===== src/rtl/div_iter_pkg.sv =====
// Shared definitions for the iterative restoring divider and its requester.
package div_iter_pkg;

   typedef enum logic [1:0] {
      DIV_IDLE = 2'd0,
      DIV_BUSY = 2'd1,
      DIV_ZERO = 2'd2,
      DIV_DONE = 2'd3
   } div_state_e;

   localparam logic DivStart          = 1'b1;
   localparam logic DivStop           = 1'b0;
   localparam logic DivResultReady    = 1'b1;
   localparam logic DivResultNotReady = 1'b0;

   // Width of the iteration counter; never narrower than one bit.
   function automatic int counter_width(input int iter);
      if (iter < 2) begin
         return 1;
      end
      return $clog2(iter);
   endfunction

endpackage


===== src/rtl/div_iter_step.sv =====
// One restoring division step: shift in a dividend bit, trial-subtract the
// divisor and keep the difference only when it does not go negative.
module div_iter_step #(
   parameter int WIDTH = 32
) (
   input  logic [WIDTH-1:0] rem_in,
   input  logic             dividend_bit,
   input  logic [WIDTH-1:0] divisor,
   output logic [WIDTH-1:0] rem_out,
   output logic             quot_bit
);

   logic [WIDTH:0] shifted;
   logic [WIDTH:0] trial;

   // rem_in < divisor always holds, so the trial difference fits WIDTH+1 bits
   // and its top bit is a clean borrow flag.
   always_comb begin
      shifted  = {rem_in, dividend_bit};
      trial    = shifted - {1'b0, divisor};
      quot_bit = ~trial[WIDTH];
      rem_out  = quot_bit ? trial[WIDTH-1:0] : shifted[WIDTH-1:0];
   end

endmodule


===== src/rtl/div_iter.sv =====
// Multi-cycle restoring divider with configurable width and radix, explicit
// divide-by-zero handling, abort support and a start/ready handshake.
module div_iter
   import div_iter_pkg::*;
#(
   parameter int WIDTH          = 32,
   parameter int BITS_PER_CYCLE = 1
) (
   input  logic                 clk,
   input  logic                 resetn,
   input  logic                 start_i,
   input  logic                 signed_i,
   input  logic                 annul_i,
   input  logic [WIDTH-1:0]     opdata1_i,
   input  logic [WIDTH-1:0]     opdata2_i,
   output logic                 busy_o,
   output logic                 ready_o,
   output logic                 div_by_zero_o,
   output logic [2*WIDTH-1:0]   result_o
);

   localparam int ITER  = WIDTH / BITS_PER_CYCLE;
   localparam int CNT_W = counter_width(ITER);
   localparam logic [CNT_W-1:0] LAST_COUNT = CNT_W'(ITER - 1);

   div_state_e state;
   div_state_e next_state;

   // dividend_sh holds the remaining dividend bits at the top and collects
   // quotient bits at the bottom as the operation proceeds.
   logic [WIDTH-1:0]   dividend_sh;
   logic [WIDTH-1:0]   divisor_mag;
   logic [WIDTH-1:0]   rem;
   logic [CNT_W-1:0]   count;
   logic               neg_quot;
   logic               neg_rem;
   logic [2*WIDTH-1:0] result;
   logic               dbz;

   logic               accept;
   logic               divisor_zero;
   logic               a_neg;
   logic               b_neg;
   logic [WIDTH-1:0]   a_mag;
   logic [WIDTH-1:0]   b_mag;

   logic [BITS_PER_CYCLE:0][WIDTH-1:0] rem_chain;
   logic [BITS_PER_CYCLE-1:0]          quot_bits;
   logic [WIDTH-1:0]                   step_quot;
   logic [WIDTH-1:0]                   final_quot;
   logic [WIDTH-1:0]                   final_rem;
   logic                               last_step;

   // Operand conditioning at request time: the most negative value keeps its
   // own bit pattern as magnitude, which is exactly right on an unsigned datapath.
   always_comb begin
      accept       = (start_i == DivStart) && !annul_i;
      divisor_zero = (opdata2_i == '0);
      a_neg        = signed_i & opdata1_i[WIDTH-1];
      b_neg        = signed_i & opdata2_i[WIDTH-1];
      a_mag        = a_neg ? (~opdata1_i + 1'b1) : opdata1_i;
      b_mag        = b_neg ? (~opdata2_i + 1'b1) : opdata2_i;
   end

   assign rem_chain[0] = rem;

   // Chain of restoring steps retiring BITS_PER_CYCLE quotient bits per clock,
   // most significant dividend bit first.
   for (genvar k = 0; k < BITS_PER_CYCLE; k++) begin : g_step
      div_iter_step #(
         .WIDTH(WIDTH)
      ) u_step (
         .rem_in       (rem_chain[k]),
         .dividend_bit (dividend_sh[WIDTH-1-k]),
         .divisor      (divisor_mag),
         .rem_out      (rem_chain[k+1]),
         .quot_bit     (quot_bits[BITS_PER_CYCLE-1-k])
      );
   end

   if (BITS_PER_CYCLE == WIDTH) begin : g_shift_all
      assign step_quot = quot_bits;
   end else begin : g_shift_part
      assign step_quot = {dividend_sh[WIDTH-1-BITS_PER_CYCLE:0], quot_bits};
   end

   // Sign correction applied on the final step: quotient negative when the
   // operand signs differ, remainder follows the dividend.
   always_comb begin
      last_step  = (count == LAST_COUNT);
      final_quot = neg_quot ? (~step_quot + 1'b1) : step_quot;
      final_rem  = neg_rem ? (~rem_chain[BITS_PER_CYCLE] + 1'b1) : rem_chain[BITS_PER_CYCLE];
   end

   // State register.
   always_ff @(posedge clk or negedge resetn) begin
      if (!resetn) begin
         state <= DIV_IDLE;
      end else begin
         state <= next_state;
      end
   end

   // Next-state logic; annul overrides every other transition.
   always_comb begin
      next_state = state;
      unique case (state)
         DIV_IDLE: begin
            if (accept) begin
               next_state = divisor_zero ? DIV_ZERO : DIV_BUSY;
            end
         end
         DIV_ZERO: begin
            next_state = annul_i ? DIV_IDLE : DIV_DONE;
         end
         DIV_BUSY: begin
            if (annul_i) begin
               next_state = DIV_IDLE;
            end else if (last_step) begin
               next_state = DIV_DONE;
            end
         end
         DIV_DONE: begin
            if (annul_i || (start_i == DivStop)) begin
               next_state = DIV_IDLE;
            end
         end
         default: next_state = DIV_IDLE;
      endcase
   end

   // Datapath registers: latch operands on accept, iterate in BUSY, and only
   // write the result register when an operation completes.
   always_ff @(posedge clk or negedge resetn) begin
      if (!resetn) begin
         dividend_sh <= '0;
         divisor_mag <= '0;
         rem         <= '0;
         count       <= '0;
         neg_quot    <= 1'b0;
         neg_rem     <= 1'b0;
         result      <= '0;
         dbz         <= 1'b0;
      end else begin
         unique case (state)
            DIV_IDLE: begin
               if (accept) begin
                  rem   <= '0;
                  count <= '0;
                  if (divisor_zero) begin
                     dividend_sh <= opdata1_i;
                  end else begin
                     dividend_sh <= a_mag;
                     divisor_mag <= b_mag;
                     neg_quot    <= a_neg ^ b_neg;
                     neg_rem     <= a_neg;
                  end
               end
            end
            DIV_ZERO: begin
               if (!annul_i) begin
                  result <= {dividend_sh, {WIDTH{1'b1}}};
                  dbz    <= 1'b1;
               end
            end
            DIV_BUSY: begin
               if (!annul_i) begin
                  dividend_sh <= step_quot;
                  rem         <= rem_chain[BITS_PER_CYCLE];
                  count       <= count + CNT_W'(1);
                  if (last_step) begin
                     result <= {final_rem, final_quot};
                     dbz    <= 1'b0;
                  end
               end
            end
            default: begin
            end
         endcase
      end
   end

   assign busy_o        = (state == DIV_BUSY) || (state == DIV_ZERO);
   assign ready_o       = (state == DIV_DONE) ? DivResultReady : DivResultNotReady;
   assign div_by_zero_o = dbz;
   assign result_o      = result;

endmodule


===== config.mk =====
export PLATFORM = sky130hd
export DESIGN_NAME = div_iter
export DESIGN_NICKNAME = d
export VERILOG_FILES = /design/src/rtl/div_iter_pkg.sv /design/src/rtl/div_iter_step.sv /design/src/rtl/div_iter.sv
export SDC_FILE = /design/constraint.sdc
export NUM_CORES = 1
export LEC_CHECK = 0
export BUFFER_PORTS_ARGS = -buffer_cell sky130_fd_sc_hd__buf_2
export CORE_ASPECT_RATIO = 1.4
export CORE_MARGIN = 2
export CORE_UTILIZATION = 50
export DETAILED_ROUTE_END_ITERATION = 8
export GPL_ROUTABILITY_DRIVEN = 0
export GPL_TIMING_DRIVEN = 0
export PLACE_DENSITY = 0.75
export SKIP_CTS_REPAIR_TIMING = 1
export SYNTH_ARGS = -nofsm -noshare
export SYNTH_HDL_FRONTEND = slang
export SYNTH_SLANG_ARGS = --single-unit

===== constraint.sdc =====
create_clock -name clk -period 4.45 [get_ports clk]
set_input_delay 0.445 -clock clk [delete_from_list [all_inputs] [get_ports clk]]
set_output_delay 0.445 -clock clk [all_outputs]
set_load 0.01 [all_outputs]

### After elaboration in Yosys (flattened, before gate mapping)

Cells that the tools add are included.

* flip-flop bits (word level): 170
* input port bits: 69
* output and inout bits: 67
* word-level logic and storage cells: 78

* $add $sub $neg: 6
* eq/ne operators: 10
* mux-type cells: 31
* bitwise logic cells: 10
* reductions and logical operators: 12

Operators with widths (count)
* 2-to-1 mux 32 bit: 10
* 2-to-1 mux 64 bit: 3
* adder 32 x 1 -> 32 bit, second input constant: 4
* inverter 32 bit: 4
* case mux 32 bit (2 select lines): 2
* case mux 64 bit (2 select lines): 1
* subtractor 33 x 32 -> 33 bit: 1
* logical NOT 32 bit: 1
* 2-to-1 mux 2 bit: 6
* 2-to-1 mux 5 bit: 2
* != test 2 bit, second input constant: 5
* case mux 5 bit (2 select lines): 1
* AND reduction 3 bit: 3
* case mux 2 bit (4 select lines): 1
* adder 5 x 1 -> 5 bit, second input constant: 1
* == test 5 bit, second input constant: 1
* == test 2 bit, second input constant: 2
* 2-to-1 mux 1 bit: 4
* AND reduction 4 bit: 1
* nonzero test 2 bit: 2
* != test 3 bit, second input constant: 1
* inverter 1 bit: 3
* bitwise AND 1 bit: 2
* == test 2 x 1 -> 1 bit, second input constant: 1
* 6 further kinds: 7

### Depth between registers and ports, before layout

* word-level depth: 8
* depth in mapped cells: 22
* depth with buffers taken out: 21

### By module

A second synthesis with hierarchy kept.

* cell total of the unflattened synthesis: 1432
* area, all modules: 11992.8 µm²

By module, submodules not included
* div_iter: times used 1, cells an instance 1127, area an instance 9634.2 µm², seq. area each 4254.1 µm²
* div_iter_step: times used 1, cells an instance 305, area an instance 2358.5 µm², seq. area each 0.0 µm²

### Worst setup path before layout

No wires, ideal clock.

* path type: register to register
* from: reg dividend_sh[31]
* to: reg result[24] (netlist: result_o[24])
* setup time: 137 ps
* arrival: 4036 ps
* required time: 4313 ps
* path slack: 277 ps
* cell stages (with the launch flop): 19
* path buffers: 2
* period minus slack after synthesis: 4173 ps
* cells stage by stage: dfrtp_1 inv_1 ha_1 inv_1 fa_1 a211oi_1 nor3_2 o211ai_2 a311o_1 a211oi_2 inv_1 clkbuf_1 clkbuf_1 ha_1 nand3_1 or3_1 o41ai_1 xor2_1 a21oi_1

* longest elaborated chain between the ends: 8

Ends and longest elaborated chain
* from (decl): RTL line div_iter.sv:31 `logic [WIDTH-1:0] dividend_sh;`
* from (signal assigned): RTL line div_iter.sv:151 `dividend_sh <= opdata1_i;`
* from (signal assigned): RTL line div_iter.sv:153 `dividend_sh <= a_mag;`
* from (signal assigned): RTL line div_iter.sv:168 `dividend_sh <= step_quot;`
* subtractor 33 x 32 -> 33 bit: RTL line div_iter_step.sv:20 `trial = shifted - {1'b0, divisor};`
* inverter 1 bit: RTL line div_iter_step.sv:21 `quot_bit = ~trial[WIDTH];`
* inverter 32 bit: RTL line div_iter.sv:91 `final_quot = neg_quot ? (~step_quot + 1'b1) : step_quot;`
* adder 32 x 1 -> 32 bit: RTL line div_iter.sv:91
* 2-to-1 mux 32 bit: RTL line div_iter.sv:91
* 2-to-1 mux 64 bit: RTL line div_iter.sv:171 `if (last_step) begin`
* 2-to-1 mux 64 bit: RTL line div_iter.sv:167 `if (!annul_i) begin`
* case mux 64 bit (2 select lines): RTL line div_iter.sv:145 `unique case (state)`
* to (signal assigned): RTL line div_iter.sv:162 `result <= {dividend_sh, {WIDTH{1'b1}}};`
* to (signal assigned): RTL line div_iter.sv:172 `result <= {final_rem, final_quot};`
* to (decl): RTL line div_iter.sv:37 `logic [2*WIDTH-1:0] result;`

No other way between the ends. The select of a mux whose other input is x is not followed.
A chain may end at the register's enable or synchronous reset.

### Worst setup path in the final report

* from: reg dividend_sh[31]
* to: reg result[60] (netlist: result_o[60])

* longest elaborated chain between the ends: 8

Ends and longest elaborated chain
* subtractor 33 x 32 -> 33 bit: RTL line div_iter_step.sv:20
* 2-to-1 mux 32 bit *: RTL line div_iter_step.sv:22 `rem_out = quot_bit ? trial[WIDTH-1:0] : shifted[WIDTH-1:0];`
* inverter 32 bit: RTL line div_iter.sv:92 `final_rem = neg_rem ? (~rem_chain[BITS_PER_CYCLE] + 1'b1) : rem_chain[BITS_PER_CYCLE];`
* adder 32 x 1 -> 32 bit: RTL line div_iter.sv:92
* 2-to-1 mux 32 bit *: RTL line div_iter.sv:92
* 2-to-1 mux 64 bit *: RTL line div_iter.sv:171
* 2-to-1 mux 64 bit *: RTL line div_iter.sv:167
* case mux 64 bit (2 select lines) *: RTL line div_iter.sv:145

Mark *: on every way between the ends. The rest lies on a longest branch, timed or not. The select of a mux whose other input is x is not followed.

==> reports/results.txt <==
top_reg_cell synth: sky130_fd_sc_hd__dfrtp_1
n_diodes: 0
worst-path cell with the longest stage delay: sky130_fd_sc_hd__dfrtp_2
Clk pin slew, worst setup/hold paths: 0.07 ns
overall global routing resource usage: 0.286
post-placement cell count: 1,858
Hold Violations, Final: 44
depth of the most critical reg-to-reg path: 19
detailed placement HPWL: 27.8 mm
failing checks: hold timing
cell area after technology mapping: 11,900 um^2
max-slew violation count: 0
number of instances in the synthesized netlist: 1,416
data required time of the critical path: 4.76 ns
via count of the first global-routing pass: 11,300
Die Y: 186 um
final cell count without fillers: 1,895
Pre-antenna DRT Iters: 5
Max transition margin: 0.478
Avg Cell Area, Syn: 8.38 um^2
maximum buffer depth of the clock tree: 2
final setup vio count: 0
root buffer cell: sky130_fd_sc_hd__clkbuf_16
Filler Cell Count: 2,123
register area share after synthesis: 0.359
full die area: 25,000 um^2
count of synthesis-stage warnings from yosys: 0
deepest level of the CTS H-tree: 4
maximum fanout encountered on the critical timing path: 10
layout overhead on the synthesized area: 16.5%
crit path setup slack, layout: 0.0767 ns
Yosys cell types: 77
average detailed-routed wire length per instance: 19.0 um
CTS tree: yes
leakage power total: 6.04 nW
number of enable flip-flop cells after synthesis: 0
max capacitance violation total: 0
Net Count, Synth: 1,528
share of the cycle needed by the critical path after routing: 0.983
remaining routing DRC violations: 0
Synth area leader: sky130_fd_sc_hd__dfrtp_1
cell-by-cell listing of the critical path: inv_1, ha_1, inv_1, fa_2, a211oi_4, nor3_4, o211ai_4, a311o_1, a211oi_4, inv_2, buf_8, mux2i_4, ha_4, buf_4, and3_2, a31oi_4, o41ai_4, xnor2_1, o21ai_1
largest net degree at the start of global routing: 95
overall die width: 134 um
outcome: complete, but fails checks
share of Yosys cell area claimed by the top area cell type: 0.359
final hold slack: -0.0151 ns
number of nets in the finished design: 1,689
count of routing violations after the opening detailed-route iteration: 856
highest attainable clock frequency: 229 MHz
number of placed I/O pins: 136
Setup crit start kind: flip-flop
count of nets left with antenna violations after detail routing: 0
crit path kind: reg -> reg
number of buffer cells added on primary ports: 135
Peak VDD IR: 0.388 mV
overall via count from detail_route: 11,500
final critical path time including I/O delays and setup: 4.37 ns
Via-to-Cell Ratio: 6.04
TritonCTS Buffers: 17
setup_tns: 0 ns
area inside the core boundary: 23,300 um^2
max incr delay on CP: 0.48 ns
power density of the placed cells: 650 nW/um^2
flop and latch count out of synthesis: 170
proportion of synthesized flip-flops having asynchronous set or reset: 1.00
number of placement rows: 66
worst-skew pair later-pin latency: 0.44 ns
starting density of the core: 0.509
pre-CTS setup slack: -1.11 ns
clock sink count: 170
layout cell share with drive strength beyond 1: 0.153
total wire length: 35.9 mm
core occupancy in the finished layout: 0.594
wire length of the first global-routing pass: 56.3 mm
Data arrival, critical path: 4.68 ns
worst min-delay path class: in -> async
dominant cell by count in the synthesized netlist: sky130_fd_sc_hd__dfrtp_1
initial antenna violation count: 0
most frequent cells after synthesis: 170 x sky130_fd_sc_hd__dfrtp_1, 154 x sky130_fd_sc_hd__o21ai_0, 124 x sky130_fd_sc_hd__nand2_1, 124 x sky130_fd_sc_hd__nor2_1, 123 x sky130_fd_sc_hd__a21oi_1
cell types occupying the most area after synthesis: sky130_fd_sc_hd__dfrtp_1 36%, sky130_fd_sc_hd__o21ai_0 6.5%, sky130_fd_sc_hd__xor2_1 5.9%
Slew @ Worst Pin: 0.775 ns
Crit. End Element: flip-flop
post-route clock skew: 0.00964 ns
total global routing overflow: 0
## critical path: cells and delay by family (launching register included)
kind / cells / cell delay (ns)
AOI/OAI and AO/OA: 7 / 1.63
adders and majority gates: 3 / 0.74
buffers and inverters: 5 / 0.57
DFF: 1 / 0.48
and+or+nand+nor: 2 / 0.34
muxes: 1 / 0.30
xor gates and xnor gates: 1 / 0.18
## area by class of cell
class | instances | area [um^2] | area share
timing repair buffer | 144 | 773 | 0.0559
clock inverter | 13 | 166 | 0.0120
tap | 306 | 383 | 0.0277
clock buffer | 18 | 439 | 0.0318
inverter | 57 | 214 | 0.0155
buffer | 83 | 377 | 0.0272
multi-input combinational | 1104 | 7220 | 0.522
sequential | 170 | 4260 | 0.308
## routing by layer
| layer | wire [um] | part of all wire | vias to the layer above | GRT usage |
|---|---|---|---|---|
| met2 | 18300 | 0.51 | 490 | 0.518 |
| met1 | 13300 | 0.37 | 5407 | 0.318 |
| li1 | - | - | 5432 | - |
| met4 | 2040 | 0.057 | 0 | 0.171 |
| met3 | 2280 | 0.064 | 121 | 0.0417 |
| met5 | 0 | 0 | - | 0 |
## path summary, 6_finish.rpt
| check | start | slack (ns) | to |
|---|---|---|---|
| min reg2reg | divisor_mag[27]$_DFFE_PN0P_ | 0.48 | divisor_mag[27]$_DFFE_PN0P_ |
| max in group asynchronous | resetn | 3.58 | rem[3]$_DFFE_PN0P_ |
| min | resetn | -0.02 | divisor_mag[31]$_DFFE_PN0P_ |
| min in group clk | opdata1_i[31] | 0.31 | dividend_sh[31]$_DFFE_PN0P_ |
| max reg2reg | dividend_sh[31]$_DFFE_PN0P_ | 0.08 | result_o[60]$_DFFE_PN0P_ |
| max | dividend_sh[31]$_DFFE_PN0P_ | 0.08 | result_o[60]$_DFFE_PN0P_ |
## kinds of logic after synthesis
family / Yosys count / synth area share
xor gates and xnor gates: 141 / 0.104
adders and majority gates: 43 / 0.0460
AOI/OAI and AO/OA: 484 / 0.253
DFF: 170 / 0.359
buffers and inverters: 142 / 0.0485
muxes: 30 / 0.0256
and+or+nand+nor: 406 / 0.164
## flip-flops by register name (all words and copies together), names as in the netlist
signal / cells
rem: 32
neg_rem: 1
result_o: 64
dividend_sh: 32
state: 2
div_by_zero_o: 1
count: 5
divisor_mag: 32
neg_quot: 1
## layout by cell type (no fill, tap or decap), types with 5 or more instances in the layout
cell type,n
sky130_fd_sc_hd__or3_1,12
sky130_fd_sc_hd__nor3b_1,5
sky130_fd_sc_hd__and2_1,7
sky130_fd_sc_hd__o21ai_0,153
sky130_fd_sc_hd__nand2b_1,10
sky130_fd_sc_hd__o41ai_1,9
sky130_fd_sc_hd__a21o_1,13
sky130_fd_sc_hd__nand4_1,11
sky130_fd_sc_hd__a211oi_1,8
sky130_fd_sc_hd__ha_1,40
sky130_fd_sc_hd__nor2b_1,8
sky130_fd_sc_hd__o31ai_1,29
sky130_fd_sc_hd__buf_1,8
sky130_fd_sc_hd__xnor2_1,61
sky130_fd_sc_hd__inv_1,56
sky130_fd_sc_hd__o211ai_1,5
sky130_fd_sc_hd__and3_1,7
sky130_fd_sc_hd__o21ai_1,8
sky130_fd_sc_hd__a22oi_1,60
sky130_fd_sc_hd__nand2_1,123
sky130_fd_sc_hd__a31oi_1,13
sky130_fd_sc_hd__nor4_1,11
sky130_fd_sc_hd__mux2i_1,26
sky130_fd_sc_hd__nor2_1,123
sky130_fd_sc_hd__xor2_1,80
sky130_fd_sc_hd__clkbuf_1,51
sky130_fd_sc_hd__nor3_1,35
sky130_fd_sc_hd__buf_4,12
sky130_fd_sc_hd__or4_1,15
sky130_fd_sc_hd__nand3_1,15
sky130_fd_sc_hd__a21oi_1,122
sky130_fd_sc_hd__buf_2,147
sky130_fd_sc_hd__clkbuf_16,17
sky130_fd_sc_hd__o21a_1,11
sky130_fd_sc_hd__dfrtp_1,169
## through the flow
stage	cell area [um^2]	hold slack, ns	power (mW)
finish	13800	-0.0151	8.99
global route	13800	0.0280	9.61
detailed placement	13000	0.462	7.00
floorplan	11900	0.149	5.67
global placement	12900	0.461	6.89
CTS	13600	0.000936	8.60
## where the power goes
part           leakage, nW  internal [mW]  total, mW  switching (mW)
sequential            2.13           2.10       2.54           0.441
clock                0.294          0.900       1.56           0.656
combinational         3.62           1.85       4.89            3.04
(Power assumes the default switching activity.)
